$ cat config.mk
export PLATFORM = sky130hd
export DESIGN_NAME = tmds_link_ctrl
export DESIGN_NICKNAME = d
export VERILOG_FILES = /design/src/rtl/tmds_link_ctrl.sv
export SDC_FILE = /design/constraint.sdc
export NUM_CORES = 1
export LEC_CHECK = 0
export CAP_MARGIN = 20
export CELL_PAD_IN_SITES_DETAIL_PLACEMENT = 0
export CELL_PAD_IN_SITES_GLOBAL_PLACEMENT = 1
export CORE_UTILIZATION = 36
export CTS_BUF_LIST = sky130_fd_sc_hd__clkbuf_4
export DETAILED_ROUTE_END_ITERATION = 8
export HOLD_SLACK_MARGIN = 0.03
export PLACE_DENSITY_LB_ADDON = 0.1
export SYNTH_ARGS = -nofsm -noshare
export SYNTH_HDL_FRONTEND = slang
export SYNTH_SLANG_ARGS = --single-unit
$ cat constraint.sdc
create_clock -name i_clk -period 2.5 [get_ports i_clk]
set_clock_uncertainty 0.2 [all_clocks]
set_input_delay 0.375 -clock i_clk [delete_from_list [all_inputs] [get_ports i_clk]]
set_output_delay 0.375 -clock i_clk [all_outputs]
set_load 0.005 [all_outputs]
$ cat src/rtl/tmds_link_ctrl.sv
// Start-up / lock-loss sequencer for the three TMDS serializer lanes.
// Qualifies PLL lock, holds serializers in reset, sends control tokens, then passes pixel data.
`timescale 1ns/1ps
module tmds_link_ctrl #(
  parameter int unsigned LOCK_STABLE    = 1024,
  parameter int unsigned SER_RST_CYCLES = 16,
  parameter int unsigned IDLE_CYCLES    = 64,
  parameter logic [9:0]  CTRL_TOKEN     = 10'b1101010100
) (
  input  logic       i_clk,
  input  logic       i_rst_n,
  input  logic       i_clk_lock,
  input  logic [9:0] i_tmds_ch0,
  input  logic [9:0] i_tmds_ch1,
  input  logic [9:0] i_tmds_ch2,
  output logic [9:0] o_tmds_ch0,
  output logic [9:0] o_tmds_ch1,
  output logic [9:0] o_tmds_ch2,
  output logic       o_ser_rst,
  output logic       o_link_up,
  output logic [1:0] o_state,
  output logic [7:0] o_relock_count
);

  typedef enum logic [1:0] {
    WAIT_LOCK = 2'd0,
    SER_RST   = 2'd1,
    IDLE      = 2'd2,
    ACTIVE    = 2'd3
  } state_t;

  localparam logic [15:0] LOCK_LAST = 16'(LOCK_STABLE - 1);
  localparam logic [15:0] SER_LAST  = 16'(SER_RST_CYCLES - 1);
  localparam logic [15:0] IDLE_LAST = 16'(IDLE_CYCLES - 1);

  state_t      state, state_nxt;
  logic [15:0] cnt, cnt_nxt;
  logic        lock_meta, lock_s;
  logic        relock_inc;

  always_ff @(posedge i_clk) begin
    if (!i_rst_n) begin
      lock_meta <= 1'b0;
      lock_s    <= 1'b0;
      state     <= WAIT_LOCK;
      cnt       <= '0;
    end else begin
      lock_meta <= i_clk_lock;
      lock_s    <= lock_meta;
      state     <= state_nxt;
      cnt       <= cnt_nxt;
    end
  end

  // Lock loss is tested before count completion so it wins in the same cycle.
  always_comb begin
    state_nxt  = state;
    cnt_nxt    = cnt;
    relock_inc = 1'b0;
    case (state)
      WAIT_LOCK: begin
        if (!lock_s) begin
          cnt_nxt = '0;
        end else if (cnt == LOCK_LAST) begin
          state_nxt = SER_RST;
          cnt_nxt   = '0;
        end else begin
          cnt_nxt = cnt + 16'd1;
        end
      end
      SER_RST: begin
        if (!lock_s) begin
          state_nxt  = WAIT_LOCK;
          cnt_nxt    = '0;
          relock_inc = 1'b1;
        end else if (cnt == SER_LAST) begin
          state_nxt = IDLE;
          cnt_nxt   = '0;
        end else begin
          cnt_nxt = cnt + 16'd1;
        end
      end
      IDLE: begin
        if (!lock_s) begin
          state_nxt  = WAIT_LOCK;
          cnt_nxt    = '0;
          relock_inc = 1'b1;
        end else if (cnt == IDLE_LAST) begin
          state_nxt = ACTIVE;
          cnt_nxt   = '0;
        end else begin
          cnt_nxt = cnt + 16'd1;
        end
      end
      ACTIVE: begin
        cnt_nxt = '0;
        if (!lock_s) begin
          state_nxt  = WAIT_LOCK;
          relock_inc = 1'b1;
        end
      end
    endcase
  end

  // Outputs are registered from the next state so they move on the same edge as state.
  always_ff @(posedge i_clk) begin
    if (!i_rst_n) begin
      o_ser_rst      <= 1'b1;
      o_link_up      <= 1'b0;
      o_state        <= 2'd0;
      o_relock_count <= '0;
      o_tmds_ch0     <= CTRL_TOKEN;
      o_tmds_ch1     <= CTRL_TOKEN;
      o_tmds_ch2     <= CTRL_TOKEN;
    end else begin
      o_ser_rst <= (state_nxt == WAIT_LOCK) || (state_nxt == SER_RST);
      o_link_up <= (state_nxt == ACTIVE);
      o_state   <= state_nxt;
      if (relock_inc && (o_relock_count != 8'hFF)) begin
        o_relock_count <= o_relock_count + 8'd1;
      end
      if (state_nxt == ACTIVE) begin
        o_tmds_ch0 <= i_tmds_ch0;
        o_tmds_ch1 <= i_tmds_ch1;
        o_tmds_ch2 <= i_tmds_ch2;
      end else begin
        o_tmds_ch0 <= CTRL_TOKEN;
        o_tmds_ch1 <= CTRL_TOKEN;
        o_tmds_ch2 <= CTRL_TOKEN;
      end
    end
  end

endmodule

After elaboration in Yosys (flattened, before gate mapping)
Cells that the tools add are included.
{"block": "word_totals", "memories": 0, "rom_bits": 0, "input_bits": 33, "latchBits": 0, "word_cells": 44, "regBits": 60, "out_inout_bits": 42, "ramBits": 0}
{"block": "classes", "order_cmp": 0, "div_mod_pow": 0, "add_sub_neg": 2, "n_bitwise": 0, "n_reduce_logical": 6, "eq_ne": 9, "muxes": 17, "shifts": 0, "mul": 0}
{"op": "two-way mux 16 bit", "count": 6}
{"op": "one-hot mux 16 bit (4 select lines)", "count": 1}
{"op": "adder 16 x 1 -> 16 bit (second input constant)", "count": 1}
{"op": "== test 16 x 10 -> 1 bit (second input constant)", "count": 1}
{"op": "== test 16 x 4 -> 1 bit (second input constant)", "count": 1}
{"op": "== test 16 x 6 -> 1 bit (second input constant)", "count": 1}
{"op": "two-way mux 2 bit", "count": 7}
{"op": "adder 8 x 1 -> 8 bit (second input constant)", "count": 1}
{"op": "inequality test 8 bit (second input constant)", "count": 1}
{"op": "one-hot mux 2 bit (4 select lines)", "count": 1}
{"op": "== test 2 bit (second input constant)", "count": 3}
{"op": "== test 2 x 1 -> 1 bit (second input constant)", "count": 2}
{"op": "zero test 2 bit", "count": 2}
{"op": "OR reduction 3 bit", "count": 1}
{"op": "two-way mux 1 bit", "count": 2}
{"op": "AND reduction 2 bit", "count": 1}
{"op": "logical AND 1 bit", "count": 1}
{"op": "logical OR 1 bit", "count": 1}

Depth between registers and ports, before layout
{"block": "logic_depth", "depth_word": 6, "mapped_depth": 7, "ltp_nobuf": 5}

Least setup slack after synthesis
No wires, ideal clock.
{"block": "synth_path", "path_kind": "register to register", "from": "register cnt[0]", "to": "register cnt[10]", "synth_period_minus_slack_ns": 2.063, "t_arrival_ns": 1.738, "path_buffers": 2, "stages_incl_launch_ff": 8, "required_time_ns": 2.176, "setup_time_ns": 0.124, "slack_ns": 0.437, "cell_sequence": "dfxtp_1 > ha_1 > nand3_1 > buf_4 > or3_4 > a32oi_4 > buf_8 > a21oi_2"}
{"block": "synth_via", "elab_chain_len": 4, "word_cells_on_any_way": 11, "classes_between": "add/sub: 1; eq/ne: 3; mux: 7"}
{"item": "from (decl)", "line_no": "37", "rtl": "logic [15:0] cnt, cnt_nxt;"}
{"item": "from (signal assigned)", "line_no": "51", "rtl": "cnt <= cnt_nxt;"}
{"item": "adder 16 x 1 -> 16 bit (tied with other cells)", "line_no": "68, 80, 92"}
{"item": "two-way mux 16 bit, on equally long branches", "line_no": "88, 64, 76"}
{"item": "two-way mux 16 bit, on equally long branches", "line_no": "84, 62, 72"}
{"item": "one-hot mux 16 bit (4 select lines) (*)", "line_no": "60", "rtl": "case (state)"}
Mark *: on every way between the ends. The rest lies on a longest branch, timed or not.
A chain may end at the register's enable or synchronous reset.

Final worst setup path
{"block": "layout_path", "from": "register cnt[0]", "to": "register o_tmds_ch1[9]"}
{"block": "layout_via", "elab_chain_len": 6, "word_cells_on_any_way": 12, "classes_between": "eq/ne: 4; mux: 7; reduce/logical: 1"}
{"item": "== test 16 x 6 -> 1 bit (tied with other cells)", "line_no": "88", "rtl": "end else if (cnt == IDLE_LAST) begin"}
{"item": "two-way mux 2 bit, on equally long branches", "line_no": "88, 64, 76"}
{"item": "two-way mux 2 bit, on equally long branches", "line_no": "84, 62, 72"}
{"item": "one-hot mux 2 bit (4 select lines) (*)", "line_no": "60"}
{"item": "== test 2 bit (*)", "line_no": "122", "rtl": "if (state_nxt == ACTIVE) begin"}
{"item": "AND reduction 2 bit (no line) (*)"}
{"item": "to (signal assigned)", "line_no": "124", "rtl": "o_tmds_ch1 <= i_tmds_ch1;"}
{"item": "to (decl)", "line_no": "17", "rtl": "output logic [9:0] o_tmds_ch1,"}
Marked as above.

==> metrics <==
clk root buf clkbuf_4; worst rel slew slack 62.9%; Netlist cell types 44; Max FO, Critical Path 16; cell area after synthesis 0.00235 mm^2; WL/cell 12.5 um; Final Max Slew Viols 0; CTS tree yes; setup ws final 260 ps; Final setup viols 0; pre-CTS setup slack 277 ps; type of the tightest min-delay check reg -> reg; Seq/Total Area, Yosys 51.1%; Hold Path Origin lock_meta; Filler cells 587; Min Hold Slack 242 ps; CTS Buf Count 9; Die X 82.8 um; Final Hold Vio Count 0; global placement routability congestion 0.746; crit path launch type flip-flop; global-route wire length before repair 7800 um; Ys Warns 0; antenna violation net count after detailed routing 0; number of port buffers 74; Inserted Diodes 0; die area 0.00685 mm^2; CP Capture Type flip-flop; PwrDens 529 mW/mm^2; GRT Util Overall 15.4%; post-CTS setup buffers 0; vias in the first global route 1722; Worst-Margin Slew 553 ps; area leader, netlist dfxtp_1; Main synth FF type dfxtp_1; Min Clock Period, post-route 2240 ps; Vias/cell 4.84; Syn Nets 262; drc violations 0; # hold bufs at CTS 0; Core Footprint 0.00631 mm^2; required time worst endpoint 2580 ps; post-synthesis register bit count 60; Final Core Density 52.9%; share of cells above drive strength 1 13.7%; pin count of the biggest net entering global routing 17; crit path from cnt[0]; antenna violations before repair 0; leakage power 1.24 nW; height of the die 82.8 um; share of the synthesized area in the top cell type 51.1%; WS Path Type reg -> reg; Starting Density 37.2%; commonest cells in the netlist dfxtp_1 (60), or3_1 (17), and3_1 (15); clock sinks 60; detailed placement HPWL 3460 um; fmax 446 MHz; CTS resizes 0; asr flop ratio synth 0%; most common cell in the synthesized netlist dfxtp_1; initial DRC count 59; Final Power 0.00177 W; EDFF count, synth 0; r2r startpoint cnt[0]; H-Tree Depth 3; IO Pins 75; Peak VDD IR 0.370 mV; # rows 29; outcome complete, no violations; Max Cap Violations 0; Layout area overhead 42.1%; setup TNS 0 ps; Avg Inst Size Synth 10.4 um^2; total wire length 4910 um; top post-synthesis cells by area dfxtp_1 (51%), or3_1 (4.5%), and3_1 (4.0%); CTS Buffer Depth 2; crit path DAT 2320 ps; Post-Syn Instances 227; crit share post-route 89.6%; grt ovf 0; RSZ-0062 raised after global routing no; first drt pass iteration count 4; Layout Nets 345; Clk Latency, worst-skew pair 390 ps; clk slew on worst S/H paths 100 ps; Vias 1897
==> placed cells by master (no fill, tap or decap), types with 2 or more instances in the layout <==
cell	instances
clkbuf_4	9
and2_1	5
ha_1	2
a21oi_2	10
nor4_1	4
o31ai_1	3
o211ai_1	3
and4_1	2
nor2_1	10
nand4_1	4
o21ai_0	2
nand3_1	9
xor2_1	7
nor4_4	2
or4_1	3
nor3_1	4
buf_4	7
a41o_1	2
xnor2_1	9
a21oi_1	10
bufinv_16	2
clkdlybuf4s50_1	74
inv_1	7
and3_1	15
or3_1	17
nand2_1	12
dfxtp_1	60
clkinv_2	3
==> power by group <==
part	internal (W)	total [W]	switching, W	leakage (nW)
Combinational	0.0000467	0.0000598	0.0000131	0.665
Sequential	0.000957	0.000959	0.00000161	0.484
Clock	0.000402	0.000749	0.000347	0.0857
Total	0.00141	0.00177	0.000362	1.24
==> cell type report <==
type	count	area, um^2	share of cell area, %
Clock buffer	9	67.6	2.02
Clock inverter	7	91.3	2.74
Inverter	7	26.3	0.787
Multi-Input combinational cell	151	1060	31.8
Sequential cell	60	1200	36.0
Tap cell	77	96.3	2.89
Timing Repair Buffer	81	793	23.8
==> worst max-delay path: stages, from the launching register on <==
cell and delay (ps):
dfxtp_1 400, ha_1 200, nand3_1 240, or3_1 460, o21a_4 270, or3_1 360
==> per-layer routing <==
layer	GRT usage, %	up-vias	wire length [um]
li1	-	982	-
met1	17.8	848	2230
met2	24.7	59	2140
met3	5.79	8	438
met4	8.28	0	99
met5	0	-	0
==> cells by family (layout without fill, tap and decap cells) <==
logic type / after synthesis / in the layout / synth area share (%)
simple gates: 91 / 91 / 23.9
fa+ha+maj: 2 / 2 / 1.06
buf+inv: 16 / 104 / 3.67
mux: 1 / 1 / 0.426
xor+xnor: 16 / 16 / 5.96
flops: 60 / 60 / 51.1
compound gates: 41 / 41 / 13.9
==> registers in the layout (all words and copies together), names as in the netlist <==
name,count
o_tmds_ch1,10
o_ser_rst,1
o_relock_count,8
o_link_up,1
lock_s,1
o_state,2
o_tmds_ch2,10
o_tmds_ch0,10
lock_meta,1
cnt,16
==> through the flow <==
stage	cells	cell area, um^2
finish	392	3340
global route	392	3340
CTS	392	3340
detailed placement	376	3180
global placement	376	3180
floorplan	227	2350
==> path summary, 6_finish.rpt <==
kind | cells after the start | slack [ps] | endpoint
max | 5 | 260 | o_tmds_ch1[9]
min | 1 | 240 | lock_s
max reg2reg | 5 | 260 | o_tmds_ch1[9]
min reg2reg | 1 | 240 | lock_s
Note: power is estimated with default switching activity, not from simulation.
